--- src/rtl/refill_return_buffer.sv ---
// rtl/refill_return_buffer.sv - refill beat collector and 128-bit line return buffer
//
// Collects memory return beats after a cache miss, assembles one line on m_data,
// and owns the memory read-request handshake and the beat counter.
//
// Optional feature macro: CRITICAL_WORD_FIRST_EN
//   defined   : request address keeps the word offset, beats arrive in wrap
//               order starting at refill_addr[3:2]
//   undefined : request address is line aligned, beats arrive in order 0..3
//
// Ports:
//   clk, rst                   clock (rising edge), async active-high reset
//   refill_req_i/refill_addr_i miss FSM refill request, sampled in IDLE only
//   mem_rd_req_o/mem_rd_addr_o read request to memory, held until grant
//   mem_rd_gnt_i               memory accepts the request this cycle
//   mem_ret_valid_i/_data_i/_last_i  return beat stream
//   m_data_o                   assembled line, word i at [32i+31:32i]
//   word_valid_o               per-word "written in current refill" flags
//   refill_busy_o              high from request acceptance until DONE exits
//   refill_done_o              one-cycle completion pulse
//   proto_err_o                sticky protocol error (early or missing last)

module refill_return_buffer #(
    parameter int ADDR_W     = 32,
    parameter int WORD_W     = 32,
    parameter int LINE_WORDS = 4
) (
    input  logic                         clk,
    input  logic                         rst,
    input  logic                         refill_req_i,
    input  logic [ADDR_W-1:0]            refill_addr_i,
    output logic                         mem_rd_req_o,
    output logic [ADDR_W-1:0]            mem_rd_addr_o,
    input  logic                         mem_rd_gnt_i,
    input  logic                         mem_ret_valid_i,
    input  logic [WORD_W-1:0]            mem_ret_data_i,
    input  logic                         mem_ret_last_i,
    output logic [LINE_WORDS*WORD_W-1:0] m_data_o,
    output logic [LINE_WORDS-1:0]        word_valid_o,
    output logic                         refill_busy_o,
    output logic                         refill_done_o,
    output logic                         proto_err_o
);

    typedef enum logic [1:0] {
        S_IDLE = 2'd0,
        S_REQ  = 2'd1,
        S_RECV = 2'd2,
        S_DONE = 2'd3
    } state_t;

    state_t                         state_q, state_d;
    logic [ADDR_W-1:0]              addr_q, addr_d;
    logic [1:0]                     cnt_q, cnt_d;     // word slot for next beat
    logic [1:0]                     beats_q, beats_d; // beats accepted so far
    logic [LINE_WORDS*WORD_W-1:0]   data_q, data_d;
    logic [LINE_WORDS-1:0]          valid_q, valid_d;
    logic                           err_q, err_d;

    logic [ADDR_W-1:0]              req_addr;
    logic [1:0]                     start_word;
    logic                           unused_addr_bits;

`ifdef CRITICAL_WORD_FIRST_EN
    assign req_addr   = {refill_addr_i[ADDR_W-1:2], 2'b00};
    assign start_word = refill_addr_i[3:2];
`else
    assign req_addr   = {refill_addr_i[ADDR_W-1:4], 4'b0000};
    assign start_word = 2'd0;
`endif
    // Low address bits are dropped from the request in one or both builds.
    assign unused_addr_bits = &{1'b0, refill_addr_i[3:0]};

    always_comb begin
        state_d = state_q;
        addr_d  = addr_q;
        cnt_d   = cnt_q;
        beats_d = beats_q;
        data_d  = data_q;
        valid_d = valid_q;
        err_d   = err_q;
        case (state_q)
            S_IDLE: begin
                if (refill_req_i) begin
                    addr_d  = req_addr;
                    cnt_d   = start_word;
                    beats_d = 2'd0;
                    valid_d = '0;
                    err_d   = 1'b0;
                    state_d = S_REQ;
                end
            end
            S_REQ: begin
                // Return beats before the grant has been seen are not ours.
                if (mem_rd_gnt_i) begin
                    state_d = S_RECV;
                end
            end
            S_RECV: begin
                if (mem_ret_valid_i) begin
                    for (int i = 0; i < LINE_WORDS; i++) begin
                        if (cnt_q == i[1:0]) begin
                            data_d[i*WORD_W +: WORD_W] = mem_ret_data_i;
                            valid_d[i]                 = 1'b1;
                        end
                    end
                    cnt_d   = cnt_q + 2'd1;
                    beats_d = beats_q + 2'd1;
                    if (beats_q == 2'd3) begin
                        // Fourth beat always completes; a missing last is flagged.
                        state_d = S_DONE;
                        if (!mem_ret_last_i) begin
                            err_d = 1'b1;
                        end
                    end else if (mem_ret_last_i) begin
                        state_d = S_DONE;
                        err_d   = 1'b1;
                    end
                end
            end
            S_DONE: begin
                // A request coinciding with the done pulse is not sampled here.
                state_d = S_IDLE;
            end
            default: state_d = S_IDLE;
        endcase
    end

    always_ff @(posedge clk or posedge rst) begin
        if (rst) begin
            state_q <= S_IDLE;
            addr_q  <= '0;
            cnt_q   <= 2'd0;
            beats_q <= 2'd0;
            data_q  <= '0;
            valid_q <= '0;
            err_q   <= 1'b0;
        end else begin
            state_q <= state_d;
            addr_q  <= addr_d;
            cnt_q   <= cnt_d;
            beats_q <= beats_d;
            data_q  <= data_d;
            valid_q <= valid_d;
            err_q   <= err_d;
        end
    end

    assign mem_rd_req_o  = (state_q == S_REQ);
    assign mem_rd_addr_o = addr_q;
    assign m_data_o      = data_q;
    assign word_valid_o  = valid_q;
    assign refill_busy_o = (state_q != S_IDLE);
    assign refill_done_o = (state_q == S_DONE);
    assign proto_err_o   = err_q;

endmodule

--- config.mk ---
export PLATFORM = sky130hd
export DESIGN_NAME = refill_return_buffer
export DESIGN_NICKNAME = d
export VERILOG_FILES = /design/src/rtl/refill_return_buffer.sv
export SDC_FILE = /design/constraint.sdc
export NUM_CORES = 1
export LEC_CHECK = 0
export BUFFER_PORTS_ARGS = -buffer_cell sky130_fd_sc_hd__buf_4
export CAP_MARGIN = 10
export CORE_MARGIN = 2
export CORE_UTILIZATION = 50
export CTS_BUF_LIST = sky130_fd_sc_hd__clkbuf_16
export DETAILED_ROUTE_END_ITERATION = 6
export PLACE_DENSITY = 0.8
export SETUP_SLACK_MARGIN = 0.1
export SYNTH_ARGS = -nofsm -noshare
export SYNTH_HDL_FRONTEND = slang
export SYNTH_SLANG_ARGS = --single-unit
export TNS_END_PERCENT = 5
--- constraint.sdc ---
create_clock -name clk -period 6.1 [get_ports clk]
set_input_delay 0.305 -clock clk [delete_from_list [all_inputs] [get_ports clk]]
set_output_delay 0.305 -clock clk [all_outputs]
set_load 0.01 [all_outputs]
# [After elaboration in Yosys (flattened, before gate mapping)]
# Index checks and enable logic that the tools add are counted.
[totals] regBits=167 latch_bits=0 ram_bits=0 mem_bits_ro=0 out_inout_bits=168 memories=0
[op_classes] addsub=2 n_mul=0 n_div=0 n_lt_le_gt_ge=0 n_eq_ne=16 shifts=0 mux=24 n_bitwise=0 reduce_logical=16
[op_table] op="AND reduction 4 bit" count=5
[op_table] op="2-to-1 mux 2 bit" count=8
[op_table] op="AND reduction 3 bit" count=5
[op_table] op="!= test 2 bit, second input constant" count=6
[op_table] op="== test 2 bit, second input constant" count=5
[op_table] op="2-to-1 mux 1 bit" count=9
[op_table] op="2-to-1 mux 4 bit" count=2
[op_table] op="one-hot mux 2 bit (2 select lines)" count=2
[op_table] op="one-hot mux 2 bit (4 select lines)" count=1
[op_table] op="one-hot mux 4 bit (2 select lines)" count=1
[op_table] op="!= test 3 bit, second input constant" count=2
[op_table] op="AND reduction 5 bit" count=1
[op_table] op="adder 2 x 1 -> 2 bit, second input constant" count=2
[op_table] op="== test 2 x 1 -> 1 bit, second input constant" count=2
[op_table] op="logical NOT 2 bit" count=2
[op_table] op="nonzero test 2 bit" count=2
[op_table] op="!= test 2 x 1 -> 1 bit, second input constant" count=1
[op_table] op="one-hot mux 1 bit (2 select lines)" count=1
[op_table] op="AND reduction 2 bit" count=1

# [Depth between registers and ports, before layout]
# Gate-level depths: netlist of the first run.
[depth] ltp_word=4 depth_mapped=7

# [Least setup slack after synthesis of the first run]
# Ideal clock, no wire load.
[synth_path] path_type="register -> register" from="register state_q[0]" to="register data_q[0] (netlist: m_data_o[0])" setup_time_ps=125 t_arrival_ps=1542 required_time_ps=5975 path_slack_ps=4433 path_stages_with_launch=8 path_cell_list="dfrtp_1 -> inv_1 -> ha_1 -> and2_4 -> buf_8 -> nand2_4 -> buf_6 -> mux2_4"
[synth_via] elab_chain_cells=2
[synth_lines] item="start: declaration" line_no="52" rtl="state_t state_q, state_d;"
[synth_lines] item="start signal: assignment" line_no="139" rtl="state_q <= state_d;"
[synth_lines] item="== test 2 bit" line_no="82" rtl="case (state_q)"
[synth_lines] item="AND reduction 3 bit (no line)"
[synth_lines] item="end signal: assignment" line_no="143" rtl="data_q <= data_d;"
[synth_lines] item="end: declaration" line_no="56" rtl="logic [LINE_WORDS*WORD_W-1:0] data_q, data_d;"
# No other way between the ends.
# A chain may end at the register's enable or synchronous reset.

# [Final worst setup path of the first run]
[layout_path] from="register state_q[0]" to="register data_q[75] (netlist: m_data_o[75])"
# The elaborated chain is that of the path after synthesis.

==> results of run 1 <==
sequential cells by signal, indices dropped and copies added (netlist names):
register and flops:
beats_q 2, cnt_q 2, m_data_o 128, mem_rd_addr_o 28
proto_err_o 1, state_q 2, word_valid_o 4
worst max-delay path: stages, from the launching register on:
cell	delay (ns)
dfrtp_1	0.40
inv_1	0.13
ha_1	0.30
and2_4	0.30
nand2_2	0.59
mux2_2	0.52
worst min path at each step:
stage,to,from,slack (ns)
after floorplan,m_data_o[0]$_DFFE_PP0P_,mem_ret_data_i[0],0.45
after global placement,mem_rd_addr_o[21]$_DFFE_PP0P_,mem_rd_addr_o[21]$_DFFE_PP0P_,0.49
after detailed placement,m_data_o[56]$_DFFE_PP0P_,m_data_o[56]$_DFFE_PP0P_,0.49
after CTS,mem_rd_addr_o[16]$_DFFE_PP0P_,refill_addr_i[16],0.11
after global routing,mem_rd_addr_o[18]$_DFFE_PP0P_,refill_addr_i[18],0.11
final,mem_rd_addr_o[15]$_DFFE_PP0P_,refill_addr_i[15],0.13
layer usage:
layer | wire [µm] | global-route usage, % | up-vias
li1 | - | - | 1899
met1 | 6340 | 26.5 | 2217
met2 | 8260 | 37.6 | 152
met3 | 926 | 5.38 | 18
met4 | 238 | 7.12 | 0
met5 | 0 | 0 | -
per-stage QoR:
step	cells	total power, mW	area, µm²
floorplan	415	3.03	6810
CTS	828	5.01	9080
finish	828	4.97	9080
detailed placement	800	4.11	8600
global route	828	5.23	9080
global placement	800	4.02	8600
report_power, final:
group | switching (mW) | total, mW | internal [mW]
Clock | 0.393 | 0.891 | 0.498
Combinational | 0.859 | 2.13 | 1.27
Sequential | 0.312 | 1.95 | 1.64
kinds of logic (layout without fill, tap and decap cells):
family                     after synthesis  in the layout
AOI/OAI and AO/OA                       29             29
DFF                                    167            167
xor gates and xnor gates                 1              1
buffers and inverters                   28            265
muxes                                  157            157
other                                    1              4
adders and majority gates               10             10
and+or+nand+nor                         19             19
final cells by class:
cell class / count / area, µm²
Timing Repair Buffer: 230 / 1730
Fill cell: 911 / 4160
Tap cell: 176 / 220
Sequential cell: 167 / 4180
Clock inverter: 11 / 51.3
Inverter: 7 / 31.3
Clock buffer: 17 / 425
Multi-Input combinational cell: 220 / 2450
synthesized netlist by cell type (all sizes together):
cell,count
a21boi,1
a21oi,11
a221o,1
a22o,3
a22oi,1
and2,1
buf,21
conb,1
dfrtp,167
ha,10
inv,7
mux2,157
nand2,5
nand2b,7
nand3,3
nor2,1
nor2b,1
o211ai,1
o21a,2
o21ai,8
o221ai,1
or2b,1
xor2,1
==> reports/results.md, run 1 <==
Cells and area
• final antenna diode count: 0
• post-route core utilization: 68.6%
• leading cell types in the layout, fill and taps excluded: 230 x buf_4, 167 x dfrtp_1, 97 x mux2_2
• area delta synth->final: 33.6%
• ratio of cells with drive above 1 in the final layout: 63.8%
• most frequent standard cell in the layout excluding fill and tap cells: buf_4
• final-stage net count: 723

STA
• crit share post-route: 38.8%
• Final setup violation count: 0
• transition time of the tightest slew-check pin: 0.994 ns
• RSZ-0062 raised after global routing: false
• final hold slack: 0.125 ns
• min setup slack post-route: 3.73 ns
• total count of max-transition violations in the final report: 0
• Total Neg Setup Slack: 0 ns
• achievable frequency: 0.422 GHz
• remaining max-slew budget at the tightest pin: 33.8%
• time the worst path needs with I/O delays and setup: 2.37 ns
• worst setup skew after layout: 0.0106 ns
• final hold vios: 0

Logic synthesis
• Post-Synth Simple-Gate Area: 1.79%
• sequential share of the synthesized area: 61.5%
• count of warnings emitted by yosys: 0
• Post-Synthesis Mean Instance Area: 16.5 µm²
• #FFs+latches synth: 167
• cell type with the largest total area after synthesis: dfrtp_1
• fraction of synthesized cell area taken by the top area cell type: 61.5%
• combinational family with the most area after synthesis: multiplexers
• Cells after Synth: 412
• Synth area leaders: dfrtp_1 61%, mux2_2 16%, mux2_4 13%
• post-synthesis share of cell area spent on full adders, half adders and majority gates: 1.84%
• parity-gate share of the synthesized area counting xor and xnor cells: 0.129%
• total standard cell area after synthesis: 0.00680 mm²
• synthesized-area fraction occupied by ao, oa, aoi and oai cells: 2.61%
• mux share of post-synthesis cell area: 29.3%
• Yosys cell types: 29

Global route
• initial antenna violation count: 0
• overflow left after global routing: 0
• global-route usage over all layers: 21.6%
• via count of the first global-routing pass: 4419
• largest net degree at the start of global routing: 116
• wire length of the first global-routing pass: 24000 µm

Worst setup path
• maximum fanout encountered on the critical timing path: 32
• arrival time of data at the critical path endpoint: 2.66 ns
• data required time at the worst endpoint: 6.39 ns
• Crit Path Category: flip-flop to flip-flop
• Worst setup EP type: flip-flop
• critical path launch point type: flip-flop
• start point of the critical path: state_q[0]$_DFFE_PP0P_
• minimum setup slack among reg-to-reg paths: 3.73 ns
• Worst R2R Path Depth: 5
• worst setup path endpoint: m_data_o[75]$_DFFE_PP0P_
• Reg-to-Reg End: m_data_o[75]$_DFFE_PP0P_
• launching point of the worst reg2reg path: state_q[0]$_DFFE_PP0P_

Detailed routing
• routed vias/inst: 5.18
• DRC errors left: 0
• drt first pass iters: 4
• remaining antenna violation count after routing: 0
• total detailed-routing wirelength: 15800 µm
• vias after detailed routing: 4286
• drt initial violations: 190
• detail-routed net length per standard cell: 19.0 µm

Pwr
• power per unit of standard cell area: 547 mW/mm²
• Lkg Pwr: 4.76 nW
• peak supply drop: 0.242 mV

Clock tree
• TritonCTS clock tree: done
• level count of the clock H-tree: 4
• CTS Buf Count: 17
• CTS hold repair buffers: 0
• Clock Root Buffer: clkbuf_16
• # Post-CTS Setup Buffers: 0
• clock latency at the later pin of the worst-skew pair: 0.41 ns
• number of sinks handled by clock tree synthesis: 167
• Longest Clk Path Bufs: 2
• clock slew seen by the registers of the worst setup and hold paths: 0.06 ns
• CTS-repair resized insts: 0

Floorplanning
• die area: 0.0145 mm²
• number of top-level pins: 238
• effective utilization at floorplan: 51.3%
• area of the core region: 0.0132 mm²
• die width: 121 µm
• number of core rows: 42
• y dimension of the die: 121 µm

Hold path
• Worst Hold Class: input port to flip-flop
• worst hold path stage count: 2

Status
• status: finished, final reports clean

Place
• number of buffer cells added on primary ports: 229
• Place WS: 3.72 ns
• GP Congestion: 0.790
• half-perimeter wire length of the detailed placement result: 10900 µm

Job
• max-cap viol count: 0

Note: power is estimated with default switching activity, not from simulation.
==> run 2, diff against run 1 <==
==> constraint.sdc (replaced) <==
create_clock -name clk -period 2.25 [get_ports clk]
set_input_delay 0.1125 -clock clk [delete_from_list [all_inputs] [get_ports clk]]
set_output_delay 0.1125 -clock clk [all_outputs]
set_load 0.01 [all_outputs]
==> run 2 against run 1 <==
- global-route usage is 3.3 points higher
- sequential share of layout area decreased by 4.1 points
- cell area rose by 9.9%
- combinational power rose to 2.8 times the previous value
- core utilization up 6.8 points
==> reports/results.md, run 2 (same netlist as run 1, synthesis figures left out) <==
Global route
• via count of the first global-routing pass: 5017
• wire length of the first global-routing pass: 27600 µm
• global-route usage over all layers: 25.0%
• overflow left after global routing: 0
• initial antenna violation count: 0
• largest net degree at the start of global routing: 50

Floorplanning
• number of core rows: 42
• area of the core region: 0.0132 mm²
• effective utilization at floorplan: 51.3%
• die area: 0.0145 mm²
• y dimension of the die: 121 µm
• die width: 121 µm
• number of top-level pins: 238

Clock tree
• level count of the clock H-tree: 4
• # Post-CTS Setup Buffers: 0
• Longest Clk Path Bufs: 2
• CTS hold repair buffers: 61
• Clock Root Buffer: clkbuf_16
• clock slew seen by the registers of the worst setup and hold paths: 0.06 ns
• TritonCTS clock tree: done
• CTS-repair resized insts: 0
• clock latency at the later pin of the worst-skew pair: 0.42 ns
• CTS Buf Count: 17
• number of sinks handled by clock tree synthesis: 167

Worst setup path
• Crit Path Category: flip-flop to flip-flop
• data required time at the worst endpoint: 2.55 ns
• arrival time of data at the critical path endpoint: 2.24 ns
• Slowest cell on crit path: mux2_2
• number of buffer and inverter stages on the critical path: 2
• maximum fanout encountered on the critical timing path: 20
• Worst setup EP type: flip-flop
• critical path launch point type: flip-flop
• cells along the critical path: inv_1 > ha_1 > and2_4 > nand2_2 > buf_4 > mux2_2
• Worst path top cell family by delay: buffers and inverters
• delay of the slowest critical-path stage: 0.40 ns

STA
• Total Neg Setup Slack: 0 ns
• time the worst path needs with I/O delays and setup: 1.94 ns
• achievable frequency: 0.516 GHz
• crit share post-route: 86.1%
• min setup slack post-route: 0.313 ns
• remaining max-slew budget at the tightest pin: 62.3%
• Final setup violation count: 0
• transition time of the tightest slew-check pin: 0.564 ns
• RSZ-0062 raised after global routing: false
• worst setup skew after layout: 0.00725 ns
• final hold vios: 0
• total count of max-transition violations in the final report: 0

Pwr
• portion of total power attributed to combinational logic: 41.8%
• switching power share of the total: 31.8%
• peak supply drop: 0.833 mV
• total power draw: 14.3 mW
• internal power: 9.75 mW
• Lkg Pwr: 5.13 nW
• share of total power in the clock network: 20.8%
• power per unit of standard cell area: 1430 mW/mm²
• power spent charging and discharging nets: 4.55 mW
• part of the total power dissipated in sequential elements: 37.4%

Cells and area
• post-route cell area: 0.00997 mm²
• final-stage net count: 795
• most frequent standard cell in the layout excluding fill and tap cells: buf_4
• final antenna diode count: 0
• ratio of cells with drive above 1 in the final layout: 59.8%
• flip-flop count of the largest register, all copies and words added: 128
• area delta synth->final: 46.7%
• leading cell types in the layout, fill and taps excluded: 235 x buf_4, 167 x dfrtp_1, 97 x mux2_2
• post-route insts no fill: 904

Place
• DP Area: 0.00876 mm²
• number of buffer cells added on primary ports: 229
• GP Congestion: 0.799
• cell count after placement: 811
• Place WS: 0.325 ns
• half-perimeter wire length of the detailed placement result: 11300 µm

Detailed routing
• total detailed-routing wirelength: 17500 µm
• drt initial violations: 214
• detail-routed net length per standard cell: 19.4 µm
• vias after detailed routing: 4634
• DRC errors left: 0
• remaining antenna violation count after routing: 0
• routed vias/inst: 5.13
• drt first pass iters: 4

Hold path
• Worst Hold Class: input port to flip-flop

Job
• max-cap viol count: 0

Status
• status: finished, final reports clean

## run 2: cell count changes in the layout (fill, tap and decap cells not counted)
| cell | before | now |
|---|---|---|
| inv_1 | 11 | 7 |
| dlygate4sd3_1 | 0 | 61 |
| buf_12 | 0 | 6 |
| clkinv_2 | 4 | 1 |
| inv_6 | 1 | 2 |
| bufinv_16 | 0 | 3 |
| clkinvlp_4 | 0 | 3 |
| clkinv_4 | 1 | 5 |
| buf_4 | 230 | 235 |
## run 2: area by class of cell
cell class / count / area (µm²)
clock buffer: 17 / 425
tap: 176 / 220
timing repair buffer: 302 / 2490
clock inverter: 15 / 179
fill: 809 / 3270
inverter: 7 / 30.0
sequential: 167 / 4180
multi-input combinational: 220 / 2450
## run 2: worst reg2reg max path, delay by kind of cell (launching register included)
family | cells | cell delay (ns)
DFF | 1 | 0.37
buffers and inverters | 2 | 0.40
adders and majority gates | 1 | 0.30
and+or+nand+nor | 2 | 0.34
muxes | 1 | 0.41
## run 2: worst paths after layout
path,from,to,cells past startpoint,slack (ns)
max in group asynchronous,rst,m_data_o[84]$_DFFE_PP0P_,4,1.25
setup reg to reg,state_q[0]$_DFFE_PP0P_,m_data_o[110]$_DFFE_PP0P_,6,0.31
hold reg to reg,mem_rd_addr_o[6]$_DFFE_PP0P_,mem_rd_addr_o[6]$_DFFE_PP0P_,1,0.51
min in group asynchronous,rst,m_data_o[79]$_DFFE_PP0P_,3,0.34
setup / recovery,state_q[0]$_DFFE_PP0P_,m_data_o[110]$_DFFE_PP0P_,6,0.31
hold / removal,refill_req_i,cnt_q[1]$_DFFE_PP0P_,3,0.04
## run 2: layer usage
layer  vias up  GRT usage [%]  wire [µm]
met5         -              0          0
met4         0           8.21        374
met3        29           7.31       1110
met2       186           42.4       8980
met1      2365           30.7       7080
li1       2054              -          -
## run 2: metrics by stage
step | hold WS, ns | utilization (%)
floorplan | 0.261 | -
global placement | 0.194 | 66.1
detailed placement | 0.202 | 66.1
CTS | 0.0157 | 75.3
global route | 0.0506 | 75.3
finish | 0.0420 | 75.3
## run 2: power by group through the flow
stage / combinational [mW] / clock [mW] / sequential, mW
final: 5.98 / 2.97 / 5.35
after global routing: 6.37 / 3.18 / 5.50
after CTS: 5.99 / 3.00 / 5.31
after detailed placement: 5.86 / 0 / 5.34
after global placement: 5.70 / 0 / 5.25
after floorplan: 2.38 / 0 / 5.83
